### config.mk
export PLATFORM = sky130hd
export DESIGN_NAME = write_merge_buffer
export DESIGN_NICKNAME = d
export VERILOG_FILES = /design/src/rtl/write_merge_buffer.sv
export SDC_FILE = /design/constraint.sdc
export NUM_CORES = 1
export LEC_CHECK = 0
export CORE_AREA = 2 2 120 122
export DETAILED_ROUTE_END_ITERATION = 16
export DIE_AREA = 0 0 122 124
export PLACE_DENSITY = 0.79
export SKIP_LAST_GASP = 1
export SYNTH_ARGS = -nofsm -noshare
export SYNTH_HDL_FRONTEND = slang
export SYNTH_SLANG_ARGS = --single-unit
### constraint.sdc
create_clock -name IN_CLK -period 7.2 [get_ports IN_CLK]
set_input_delay 1.8 -clock IN_CLK [delete_from_list [all_inputs] [get_ports IN_CLK]]
set_output_delay 1.8 -clock IN_CLK [all_outputs]
set_load 0.01 [all_outputs]
### src/rtl/write_merge_buffer.sv
// Merges up to four CPU word writes to the same line into a single RAM line write.
// Optional idle-flush timer is compiled in by defining WMB_TIMEOUT_EN.
module write_merge_buffer #(
    parameter int CPU_W   = 32,
    parameter int LINE_W  = 4 * CPU_W,
    parameter int OFF_W   = 4,
    parameter int TAG_W   = 8,
    parameter int TIMEOUT = 16
) (
    input  logic              IN_CLK,
    input  logic              IN_RESET,
    input  logic              IN_WR_VALID,
    output logic              OUT_WR_READY,
    input  logic [CPU_W-1:0]  IN_WR_DATA,
    input  logic [TAG_W-1:0]  IN_WR_LINE_ADDR,
    input  logic [OFF_W-1:0]  IN_WR_ADDR_OFFSET,
    input  logic              IN_FLUSH,
    output logic              OUT_RAM_WR_VALID,
    input  logic              IN_RAM_WR_READY,
    output logic [LINE_W-1:0] OUT_RAM_DATA,
    output logic [TAG_W-1:0]  OUT_RAM_LINE_ADDR,
    output logic [3:0]        OUT_RAM_WORD_MASK,
    output logic              OUT_BUSY
);

    typedef enum logic [1:0] {
        IDLE  = 2'd0,
        FILL  = 2'd1,
        DRAIN = 2'd2
    } state_t;

    state_t             state_r;
    state_t             state_s;
    logic [LINE_W-1:0]  data_r;
    logic [TAG_W-1:0]   addr_r;
    logic [3:0]         mask_r;
    logic [3:0]         mask_s;
    logic [1:0]         slot_s;
    logic [3:0]         slot_bit_s;
    logic               addr_hit_s;
    logic               ready_s;
    logic               accept_s;
    logic               timeout_s;
    logic               unused_offset_s;

    // Only the word-select bits of the offset matter; byte bits are dropped.
    assign slot_s          = IN_WR_ADDR_OFFSET[OFF_W-1:OFF_W/2];
    assign unused_offset_s = ^IN_WR_ADDR_OFFSET[OFF_W/2-1:0];
    assign slot_bit_s      = 4'b0001 << slot_s;
    assign addr_hit_s      = (IN_WR_LINE_ADDR == addr_r);
    assign accept_s        = IN_WR_VALID & ready_s;

`ifdef WMB_TIMEOUT_EN
    localparam int CNT_W = $clog2(TIMEOUT + 1);
    logic [CNT_W-1:0] cnt_r;

    assign timeout_s = (cnt_r == CNT_W'(TIMEOUT - 1));

    // Idle-cycle counter; held at zero outside FILL and cleared by every accept.
    always_ff @(posedge IN_CLK or posedge IN_RESET) begin
        if (IN_RESET) begin
            cnt_r <= '0;
        end else if ((state_r != FILL) || accept_s) begin
            cnt_r <= '0;
        end else if (!timeout_s) begin
            cnt_r <= cnt_r + CNT_W'(1);
        end else begin
            cnt_r <= cnt_r;
        end
    end
`else
    logic [31:0] unused_timeout_s;
    assign unused_timeout_s = 32'(TIMEOUT);
    assign timeout_s        = 1'b0;
`endif

    // Write-side ready: open in IDLE, or in FILL for a same-line write without flush.
    always_comb begin
        ready_s = 1'b0;
        case (state_r)
            IDLE:    ready_s = 1'b1;
            FILL:    ready_s = addr_hit_s & ~IN_FLUSH;
            DRAIN:   ready_s = 1'b0;
            default: ready_s = 1'b0;
        endcase
    end

    // Next-state and next-mask logic.
    always_comb begin
        state_s = state_r;
        mask_s  = mask_r;
        case (state_r)
            IDLE: begin
                if (accept_s) begin
                    state_s = FILL;
                    mask_s  = slot_bit_s;
                end else begin
                    state_s = IDLE;
                end
            end
            FILL: begin
                if (accept_s) begin
                    mask_s = mask_r | slot_bit_s;
                    if ((mask_r | slot_bit_s) == 4'b1111) begin
                        state_s = DRAIN;
                    end else begin
                        state_s = FILL;
                    end
                end else if (IN_FLUSH || (IN_WR_VALID && !addr_hit_s) || timeout_s) begin
                    state_s = DRAIN;
                end else begin
                    state_s = FILL;
                end
            end
            DRAIN: begin
                if (IN_RAM_WR_READY) begin
                    state_s = IDLE;
                    mask_s  = 4'b0000;
                end else begin
                    state_s = DRAIN;
                end
            end
            default: begin
                state_s = IDLE;
                mask_s  = 4'b0000;
            end
        endcase
    end

    // State, mask, line address and merged data registers.
    always_ff @(posedge IN_CLK or posedge IN_RESET) begin
        if (IN_RESET) begin
            state_r <= IDLE;
            mask_r  <= 4'b0000;
            addr_r  <= '0;
            data_r  <= '0;
        end else begin
            state_r <= state_s;
            mask_r  <= mask_s;
            if (accept_s && (state_r == IDLE)) begin
                addr_r <= IN_WR_LINE_ADDR;
            end
            // Unwritten words keep stale contents; the mask marks them invalid.
            for (int k = 0; k < 4; k++) begin
                if (accept_s && (slot_s == 2'(k))) begin
                    data_r[k*CPU_W +: CPU_W] <= IN_WR_DATA;
                end
            end
        end
    end

    assign OUT_WR_READY      = ready_s;
    assign OUT_RAM_WR_VALID  = (state_r == DRAIN);
    assign OUT_BUSY          = (state_r != IDLE);
    assign OUT_RAM_DATA      = data_r;
    assign OUT_RAM_LINE_ADDR = addr_r;
    assign OUT_RAM_WORD_MASK = mask_r;

endmodule

==> out/metrics.cfg, run 1 <==
[synthesis]
synth_top_area_cell = dfrtp_1
synth_common_cells = 142 x dfrtp_1, 134 x nand2_1, 84 x o32ai_1, 44 x o32ai_2, 41 x clkbuf_1
ys_warn_count = 0
synth.cell_area_um2 = 6420
synth_edf_count = 0
synth_cells = 563
synth.distinct_cells = 33
synth_nets = 612
ys.flop_type = dfrtp_1
synthTopCellsByArea = dfrtp_1 55%, o32ai_1 11%, o32ai_2 11%, nand2_1 7.8%, clkbuf_1 2.4%
yosys.area.top_type_share_pct = 55.3
synthMostInstantiatedCell = dfrtp_1
synthArstFlopShare_pct = 100
ys_ff_latch = 142
syn_area_per_cell_um2 = 11.4
ys_seq_area_share_pct = 55.3

[pwr]
switching_share_pct = 33.6
ir_drop_mv = 0.236
pwr-share-seq_pct = 34.8
p_int_mw = 2.84
totalPowerFinal_mw = 4.28
p_comb_share_pct = 42.5
power_leakage_nw = 3.83
pwr-share-clk_pct = 22.7
powerDensity_nw_per_um2 = 476
power_switching_mw = 1.44

[routing]
routed_wl_um = 19200
dr.pass1.iters = 5
met2_length_um = 9500
route.met3.wl_um = 1410
final_antenna_net_count = 0
drc_errors = 0
drt_iter0_drc = 456
drt-vias-per-instance = 5.97
met1_length_um = 7780
wire_per_inst_um = 21.0
vias = 5443
dr.max_layer_used = met4

[worst_setup_path]
crit_fanout = 7
cp.buffers_inverters = 2
worstReg2RegStart = OUT_RAM_LINE_ADDR[1]
crit_cells = 6
crit_family = buffers and inverters
critical_path.max_stage_delay_ns = 0.56
critical_path.cell_chain = clkdlybuf4s50_1 -> xor2_1 -> nor4_4 -> a31o_2 -> nor2b_1 -> clkdlybuf4s50_1
crit_path_start = IN_WR_LINE_ADDR[1]
cp-start-kind = primary input
ff2ff_path_depth = 5
cp.required_ns = 5.40
crit_type = primary input to output pin
worstPathArrival_ns = 3.82
regToRegSetupSlack_ns = 4.61
crit_end = OUT_WR_READY
cp-end-kind = output pin
crit_slowest_cell = clkdlybuf4s50_1
r2r-end = OUT_RAM_DATA[40]
path_common_cell = clkdlybuf4s50_1

[layout]
fin_util_pct = 65.6
fin_cells = 912
layout-drive-gt1-share_pct = 14.5
fin_nets = 768
num_antenna_cells = 0
area_growth_pct = 40.1

[floorplan]
die_width_um = 122
core-area_um2 = 13700
dieArea_um2 = 15100
io_pins = 192
start_util_pct = 46.8
rows = 43
dieHeight_um = 124

[clock_tree]
cts_tree = yes
h-tree-depth = 4
cts_root_buf = clkbuf_16
postCtsHoldBufs = 0
cts_num_sinks = 142
cts_buffers = 17
path_clk_slew_ns = 0.06
cts_setup_buffers = 0
clock_path_buffers = 2
ctsResizeCount = 0
insertion_delay_ns = 0.42

[timing]
rsz0062_at_grt = false
fin_skew_ns = 0.00885
finalMaxSlewViolations = 0
slew_headroom_pct = 17.4
setup_tns_ns = 0
final.setup.worst_slack_ns = 1.58
max_slew.worst_pin.slew_ns = 1.24
post-route-period-util_pct = 78.1
finalSetupViolations = 0
fmax_mhz = 178
hold_viol_final = 0
fin_crit_ns = 5.62

[place]
io_buffer_count = 189
dp.cells = 880
pre_cts_slack_ns = 1.59
routabilityCongestion = 0.857
dp_hpwl_um = 12300

[grt]
gr-total-overflow = 0
grt_max_degree = 82
grt_pass1_wl_um = 29700
gr-usage-all-layers_pct = 25.8
grt_pass1_vias = 5457
antenna_found_initial = 0

[min_path]
hold_class = register to register
holdPathStages = 2

[job]
cap_violations = 0

[run_status]
status = finished, final reports clean

[layer usage]
metal,track usage (%),vias up
met4,11.9,0
met5,0,-
li1,-,2372
met3,5.17,41
met2,42.0,294
met1,33.5,2736
[cell type report]
cell class	count	area, µm²
Timing Repair Buffer	200	1970
Clock buffer	21	470
Multi-Input combinational cell	324	2450
Clock inverter	11	186
Inverter	34	133
Tap cell	180	225
Sequential cell	142	3550
Fill cell	1038	4720
[worst min path at each step]
stage / slack [ns] / from / end
6_report: 0.53 / OUT_RAM_DATA[15] / OUT_RAM_DATA[15]
5_1_grt: 0.55 / OUT_RAM_DATA[31] / OUT_RAM_DATA[31]
4_1_cts: 0.53 / OUT_RAM_DATA[15] / OUT_RAM_DATA[15]
3_5_place_dp: 0.52 / OUT_RAM_DATA[29] / OUT_RAM_DATA[29]
3_3_place_gp: 0.51 / OUT_RAM_DATA[17] / OUT_RAM_DATA[17]
2_1_floorplan: 0.55 / OUT_RAM_WORD_MASK[1] / OUT_RAM_WORD_MASK[1]
[metrics by stage]
step           area, µm²  hold WS (ns)
2_1_floorplan       6420         0.550
5_1_grt             8990         0.554
3_3_place_gp        8340         0.509
6_report            8990         0.531
4_1_cts             8990         0.532
3_5_place_dp        8340         0.521
[kinds of logic after synthesis]
family | after synthesis | share of synthesized area [%]
simple gates | 167 | 11.2
flops | 142 | 55.3
compound gates | 139 | 23.8
buf+inv | 97 | 6.80
mux | 10 | 1.73
xor+xnor | 8 | 1.09
[sequential cells by signal, indices dropped and copies added (netlist names)]
register           cells
state_r                2
OUT_RAM_WORD_MASK      4
OUT_RAM_LINE_ADDR      8
OUT_RAM_DATA         128
[placed cells by master, fill, tap and decap left out, types with 8 or more instances in the layout]
cell and instances:
buf_4 11, clkbuf_16 17, clkdlybuf4s50_1 189, dfrtp_1 142
inv_1 33, mux2_2 9, nand2_1 134, nor2_1 8
o32ai_1 84, o32ai_2 44, xor2_1 8
[worst min-delay path, stage by stage (launching register included)]
cell and delay, ns:
dfrtp_1 0.37, nand2_1 0.06, o32ai_1 0.06
[power groups by stage]
stage	logic, mW	registers (mW)	clock network (mW)
finish	1.82	1.49	0.973
global route	1.95	1.53	1.02
CTS	1.84	1.49	0.984
detailed placement	1.82	1.49	0
global placement	1.77	1.47	0
floorplan	0.647	1.62	0
No activity file was read; power rests on OpenSTA's default activity.
==> inputs of run 2 (changes only) <==
CORE_AREA = 2 2 126 128   (was 2 2 120 122)
DIE_AREA = 0 0 128 130   (was 0 0 122 124)
PLACE_DENSITY = 0.76   (was 0.79)
clock period = 4.8 ns   (was 7.2 ns; I/O delays follow)
==> out/metrics.cfg, run 2 (same netlist as run 1, synthesis figures left out) <==
[floorplan]
rows = 46
dieHeight_um = 130
start_util_pct = 41.6
dieArea_um2 = 16600
die_width_um = 128
io_pins = 192
core-area_um2 = 15400

[worst_setup_path]
critical_path.cell_chain = clkdlybuf4s50_1 -> xor2_1 -> nor4_4 -> a31o_2 -> nor2b_1 -> clkdlybuf4s50_1
cp-start-kind = primary input
regToRegSetupSlack_ns = 2.44
worstPathArrival_ns = 3.00
worstReg2RegStart = OUT_RAM_LINE_ADDR[1]
crit_cells = 6
crit_end = OUT_WR_READY
path_common_cell = clkdlybuf4s50_1
crit_slowest_cell = clkdlybuf4s50_1
crit_type = primary input to output pin
cp.required_ns = 3.60
crit_family = buffers and inverters
crit_fanout = 2
ff2ff_path_depth = 6
cp-end-kind = output pin
cp.buffers_inverters = 2
r2r-end = OUT_RAM_DATA[112]
crit_path_start = IN_WR_LINE_ADDR[1]
critical_path.max_stage_delay_ns = 0.55

[timing]
fin_skew_ns = 0.00511
post-route-period-util_pct = 87.5
fmax_mhz = 238
max_slew.worst_pin.slew_ns = 0.931
slew_headroom_pct = 37.8
hold_viol_final = 0
finalMaxSlewViolations = 0
setup_tns_ns = 0
rsz0062_at_grt = false
fin_crit_ns = 4.20
finalSetupViolations = 0

[routing]
dr.pass1.iters = 5
routed_wl_um = 19500
drt_iter0_drc = 428
wire_per_inst_um = 20.9
drt-vias-per-instance = 5.84
drc_errors = 0
vias = 5436
final_antenna_net_count = 0

[layout]
fin_util_pct = 58.6
multi_input_area_um2 = 2450
mostFrequentLayoutCell = clkdlybuf4s50_1
design_area_um2 = 9040
num_antenna_cells = 0
area_growth_pct = 40.9
layout-drive-gt1-share_pct = 15.2
fin_nets = 775
nFillCells = 1259
regArea_um2 = 3550
final_cell_mix = 189 x clkdlybuf4s50_1, 142 x dfrtp_1, 134 x nand2_1
largest_reg_flops = 128

[pwr]
ir_drop_mv = 0.392
power_leakage_nw = 3.84
powerDensity_nw_per_um2 = 701
totalPowerFinal_mw = 6.34

[place]
io_buffer_count = 189
dp_hpwl_um = 12900
routabilityCongestion = 0.817
postPlaceCellArea_um2 = 8440

[clock_tree]
ctsResizeCount = 0
clock_path_buffers = 2
cts_num_sinks = 142
insertion_delay_ns = 0.42
cts_tree = yes
h-tree-depth = 4
cts_setup_buffers = 0
postCtsHoldBufs = 0
path_clk_slew_ns = 0.06
cts_buffers = 17
cts_root_buf = clkbuf_16

[min_path]
hold_class = register to register

[grt]
antenna_found_initial = 0
gr-usage-all-layers_pct = 23.9
grt_pass1_wl_um = 30500
grt_pass1_vias = 5589
gr-total-overflow = 0
grt_max_degree = 133

[job]
cap_violations = 0

[run_status]
status = finished, final reports clean

## run 2: changes by cell type in the layout (fill, tap and decap cells not counted)
cell | previous run | this run
and4_2 | 1 | 2
clkbuf_1 | 1 | 3
buf_4 | 11 | 15
clkinv_4 | 1 | 2
buf_12 | 0 | 3
bufinv_16 | 5 | 3
and4_1 | 3 | 2
clkbuf_8 | 3 | 2
## run 2: worst min-delay path by stage
stage | from | to | slack [ns] | cells past startpoint
3_5_place_dp | OUT_RAM_DATA[70] | OUT_RAM_DATA[70] | 0.52 | 2
6_report | OUT_RAM_DATA[95] | OUT_RAM_DATA[95] | 0.53 | 2
3_3_place_gp | OUT_RAM_DATA[62] | OUT_RAM_DATA[62] | 0.51 | 2
2_1_floorplan | OUT_RAM_WORD_MASK[1] | OUT_RAM_WORD_MASK[1] | 0.55 | 2
4_1_cts | OUT_RAM_DATA[95] | OUT_RAM_DATA[95] | 0.53 | 2
5_1_grt | OUT_RAM_DATA[31] | OUT_RAM_DATA[31] | 0.55 | 2
## run 2: report_power, final
group,internal [mW],total [mW],switching [mW]
Sequential,1.81,2.24,0.430
Combinational,1.52,2.75,1.24
Clock,0.845,1.35,0.506
## run 2: area by class of cell
class                      count  area share [%]
clock inverter                10            1.51
timing repair buffer         207            22.8
multi-input combinational    324            27.1
tap                          192            2.66
inverter                      34            1.45
sequential                   142            39.3
clock buffer                  22            5.13
## run 2: routing by layer
layer  track usage (%)  wire (µm)
met1              30.2       7800
met2              40.5       9970
met3              5.78       1460
met4              8.27        255
met5                 0          0
## run 2: tightest hold or removal path, delay by kind of cell, from the launching register on
family | cells | cell delay [ns]
AOI/OAI and AO/OA | 1 | 0.09
DFF | 1 | 0.34
and+or+nand+nor | 1 | 0.05
## run 2: per-stage QoR
stage / cells / setup slack (ns) / hold slack, ns
after CTS: 931 / 0.575 / 0.528
final: 931 / 0.600 / 0.526
after floorplan: 563 / 1.45 / 0.550
after detailed placement: 899 / 0.596 / 0.516
after global placement: 899 / 0.602 / 0.511
after global routing: 931 / 0.520 / 0.550
